**config.mk**
```make
export PLATFORM = sky130hd
export DESIGN_NAME = shift_seq_ctrl
export DESIGN_NICKNAME = d
export VERILOG_FILES = /design/src/rtl/shift_seq_ctrl.sv
export SDC_FILE = /design/constraint.sdc
export NUM_CORES = 1
export LEC_CHECK = 0
export BUFFER_PORTS_ARGS = -buffer_cell sky130_fd_sc_hd__buf_2
export CORE_MARGIN = 2
export CORE_UTILIZATION = 32
export CTS_CLUSTER_DIAMETER = 40
export CTS_CLUSTER_SIZE = 8
export DETAILED_ROUTE_END_ITERATION = 12
export MAX_ROUTING_LAYER = met4
export PLACE_DENSITY_LB_ADDON = 0.25
export SYNTH_ARGS = -nofsm -noshare
export SYNTH_HDL_FRONTEND = slang
export SYNTH_SLANG_ARGS = --single-unit
export TNS_END_PERCENT = 30
```
**constraint.sdc**
```tcl
create_clock -name clk -period 5.54 [get_ports clk]
set_input_delay 1.108 -clock clk [delete_from_list [all_inputs] [get_ports clk]]
set_output_delay 1.108 -clock clk [all_outputs]
set_load 0.02 [all_outputs]
```
**src/rtl/shift_seq_ctrl.sv**
```systemverilog
// shift_seq_ctrl: multi-cycle log-shifter sequencer for SLL/SRL/SRA.
// One power-of-two stage is applied per clock, so every operation spends
// exactly SW cycles in SHIFT no matter what the shift amount is.
module shift_seq_ctrl #(
  parameter int N  = 32,
  parameter int SW = $clog2(N)
) (
  input  logic          clk,
  input  logic          rst,
  input  logic          flush,
  input  logic          in_valid,
  output logic          in_ready,
  input  logic [1:0]    op,
  input  logic [N-1:0]  a,
  input  logic [SW-1:0] shamt,
  output logic          out_valid,
  input  logic          out_ready,
  output logic [N-1:0]  result,
  output logic          busy
);

  typedef enum logic [1:0] {
    IDLE  = 2'd0,
    SHIFT = 2'd1,
    DONE  = 2'd2
  } state_t;

  state_t        r_state;
  state_t        w_next;
  logic [SW-1:0] r_cnt;
  logic [N-1:0]  r_data;
  logic [1:0]    r_op;
  logic [SW-1:0] r_shamt;
  logic          r_fill;

  logic          w_accept;
  logic          w_last;
  logic          w_sel;
  logic [N-1:0]  w_stage;

  assign w_accept = (r_state == IDLE) && in_valid && !flush;
  assign w_last   = (r_cnt == SW'(SW - 1));
  // Bit k of the latched amount, selected without a narrow index expression.
  assign w_sel    = |(r_shamt & (SW'(1) << r_cnt));

  // Outputs are decoded from state or taken straight from registers.
  assign in_ready  = (r_state == IDLE);
  assign out_valid = (r_state == DONE);
  assign busy      = (r_state != IDLE);
  assign result    = r_data;

  // State register.
  always_ff @(posedge clk) begin
    if (rst) r_state <= IDLE;
    else     r_state <= w_next;
  end

  // Next-state decode; flush returns to IDLE from anywhere.
  always_comb begin
    w_next = r_state;
    if (flush) begin
      w_next = IDLE;
    end else begin
      unique case (r_state)
        IDLE:    if (w_accept) w_next = SHIFT;
        SHIFT:   if (w_last) w_next = DONE;
        DONE:    if (out_ready) w_next = IDLE;
        default: w_next = IDLE;
      endcase
    end
  end

  // One shifter stage: shift by 2^cnt when the matching amount bit is set.
  // Right shifts OR in the fill bit captured from the original operand.
  always_comb begin
    w_stage = r_data;
    for (int unsigned k = 0; k < SW; k++) begin
      if (w_sel && (r_cnt == k[SW-1:0])) begin
        if (r_op == 2'b00)
          w_stage = r_data << (2 ** k);
        else
          w_stage = (r_data >> (2 ** k)) | ({N{r_fill}} << (N - (2 ** k)));
      end
    end
  end

  // Operand capture, per-stage data update and stage counter.
  always_ff @(posedge clk) begin
    if (rst) begin
      r_cnt   <= '0;
      r_data  <= '0;
      r_op    <= '0;
      r_shamt <= '0;
      r_fill  <= 1'b0;
    end else if (flush) begin
      r_cnt <= '0;
    end else begin
      unique case (r_state)
        IDLE: begin
          if (w_accept) begin
            r_data  <= a;
            r_op    <= op;
            r_shamt <= shamt;
            r_fill  <= (op == 2'b10) && a[N-1];
            r_cnt   <= '0;
          end
        end
        SHIFT: begin
          r_data <= w_stage;
          r_cnt  <= w_last ? '0 : r_cnt + 1'b1;
        end
        default: ;
      endcase
    end
  end

endmodule

```
==> impl_metrics.toml <==
[synthesis]
ys_top_cells_by_area = "dfxtp_1 (21%), a21oi_1 (9.7%), nand2_1 (7.5%), nor2_1 (4.3%), o21ai_0 (4.3%)"
ys.flop_type = "dfxtp_1"
yosysMostFrequentCell = "nand2_1"
synth_seq_cells = 47
synthDominantCellAreaShare_pct = 20.5
syn_area_per_cell_um2 = 7.09
syn-cell-area_um2 = 4590
ys_warn_count = 0
syn-num-nets = 695
netlist_top_cells_count = "nand2_1 (92), a21oi_1 (89), nor2_1 (53), dfxtp_1 (47), o21ai_0 (39)"
async_reset_ff_share_pct = 0
synth_area_leader_cell = "dfxtp_1"
synth-edff-count = 0
syn-instance-count = 647
yosysSeqAreaShare_pct = 20.5
synth_cell_type_count = 78

[clock_network]
cts_resized = 0
clkSinkCount = 47
cts_tree = "yes"
worst_skew_pair.late_latency_ps = 310
cts_buffers = 5
postCtsSetupRepairBufs = 0
cts_hold_buffers = 0
cts_root_buffer = "clkbuf_16"
clkSlewWorstSetupHoldPaths_ps = 70
clock_path_buffers = 2
cts_htree_levels = 2

[pwr]
p_comb_share_pct = 26.7
netSwitchingFraction_pct = 37.9
ir_drop_mv = 0.104
internal-power_uw = 617
p_sw_uw = 376
p_leak_nw = 1.81
p_seq_share_pct = 40.3
pwr-share-clk_pct = 33.0
power_density_nw_per_um2 = 196

[place]
routabilityCongestion = 1.02
port-buffer-count = 78
dp.cells = 853
hpwl_um = 15600

[route]
dr.pass1.iters = 6
drt-total-wl_um = 22100
drt_iter0_markers = 961
drc = 0
wl_per_cell_um = 25.7
ant_nets = 0
vias = 5875
avgViaCountPerCell = 6.82

[die]
num_rows = 43
start_util_pct = 32.9
dieArea_um2 = 15300
die_h_um = 124
core-area_um2 = 13900
io_pins = 79
die_w_um = 124

[worst_setup_path]
timing.rr.end = "result[23]"
r2r-start = "r_cnt[0]"
worstPathArrival_ps = 3880
crit_type = "reg2reg"
cp-end-kind = "flip-flop"
required_ps = 5770
timing.reg2reg.setup_slack_ps = 1890
start_kind = "flip-flop"
r2r_cells = 7
worst-path-max-fanout = 27

[sta]
finalHoldViolCount = 0
tns_ps = 0
tightest_slew_ps = 1130
clock.fmax_ghz = 0.274
grt_setup_unrepaired = "no"
post-route-min-period_ps = 3650
setup_violations = 0
slew_violations = 0
max_slew_margin_pct = 24.8
min_period_over_period_pct = 65.9
clock_skew_ps = 11.6

[global_routing]
grt_first_pass_wirelength_um = 32800
grt-ovfl-total = 0
grt_max_degree = 49
track_usage_pct = 29.7
antenna_found_initial = 0
grt_pass1_vias = 5349

[job]
drv_cap = 0

[hold_path]
holdPathStages = 2
min_to = "r_shamt[4]"
hold_path.class = "reg2reg"
hold_start = "r_shamt[4]"

[final_layout]
drive_above_1_share_pct = 20.4
syn2layout_area_growth_pct = 10.6
nets = 728
instances_no_fill = 861
diodes = 0

[status]
status = "finished, final reports clean"
## cell type report
cell class | instances | area [um2]
clock inverter | 3 | 22.5
fill | 1511 | 8860
clock buffer | 5 | 125
multi-input combinational | 532 | 3280
timing repair buffer | 85 | 443
tap | 180 | 225
inverter | 9 | 33.8
sequential | 47 | 941
## power groups by stage
stage | sequential [mW] | clock (mW) | combinational (mW)
2_1_floorplan | 0.408 | 0 | 0.159
3_3_place_gp | 0.405 | 0 | 0.258
3_5_place_dp | 0.406 | 0 | 0.257
4_1_cts | 0.398 | 0.335 | 0.258
5_1_grt | 0.403 | 0.349 | 0.284
6_report | 0.400 | 0.328 | 0.265
## through the flow
step           cell area, um2  setup WS (ps)  total power, mW  hold WS (ps)  util [%]
2_1_floorplan            4590           3080            0.567           432         -
3_3_place_gp             4920           2140            0.663           451      35.3
3_5_place_dp             4920           2000            0.663           451      35.3
4_1_cts                  5070           1980            0.992           463      36.4
5_1_grt                  5070           1730             1.04           501      36.4
6_report                 5070           1890            0.994           462      36.4
## critical path: stages (launching register included)
cell     delay [ps]
dfxtp_1         510
ha_1            590
or4b_1          750
nand2_4         200
a21o_1          890
buf_4           350
o22ai_1          90
a31oi_1         160
## registers in the layout, summed over array words and instances (netlist names)
signal	cells
result	32
r_cnt	5
r_shamt	5
r_op	2
r_state	2
r_fill	1
## how the worst max path moves through the flow
stage,from,to,slack [ps]
floorplan,in_valid,result[27],3080
global placement,r_cnt[0],result[23],2140
detailed placement,r_cnt[0],result[23],2000
CTS,r_cnt[0],result[23],1980
global route,r_cnt[0],result[25],1730
finish,r_cnt[0],result[23],1890
## cell families after synthesis
family          synth area share, %
buf+inv                        8.07
fa+ha+maj                      1.09
flops                          20.5
mux                            4.09
simple gates                   24.4
compound gates                 41.8
## cells in the final DEF, fill, tap and decap left out, types with 7 or more instances in the layout
cell type,netlist,routed
dfxtp_1,47,47
o221ai_1,10,10
o22ai_1,16,16
a311oi_1,15,15
nor3_1,12,12
inv_1,9,9
nand3_1,13,13
a21oi_1,89,89
o21ai_0,39,39
a31oi_1,28,28
nor2_1,53,52
o21ai_1,9,9
nand2_1,92,92
buf_4,4,7
and2_1,9,9
nand4_1,10,10
buf_2,20,78
## per-layer routing
metal  global-route usage (%)  vias to the layer above  routed length, um
li1                         -                     2549                  -
met1                     39.9                     2778               9130
met2                     43.8                      459               9440
met3                     5.86                       89               2560
met4                     11.9                        0               1020
met5                        -                        -                  0
Note: power is estimated with default switching activity, not from simulation.
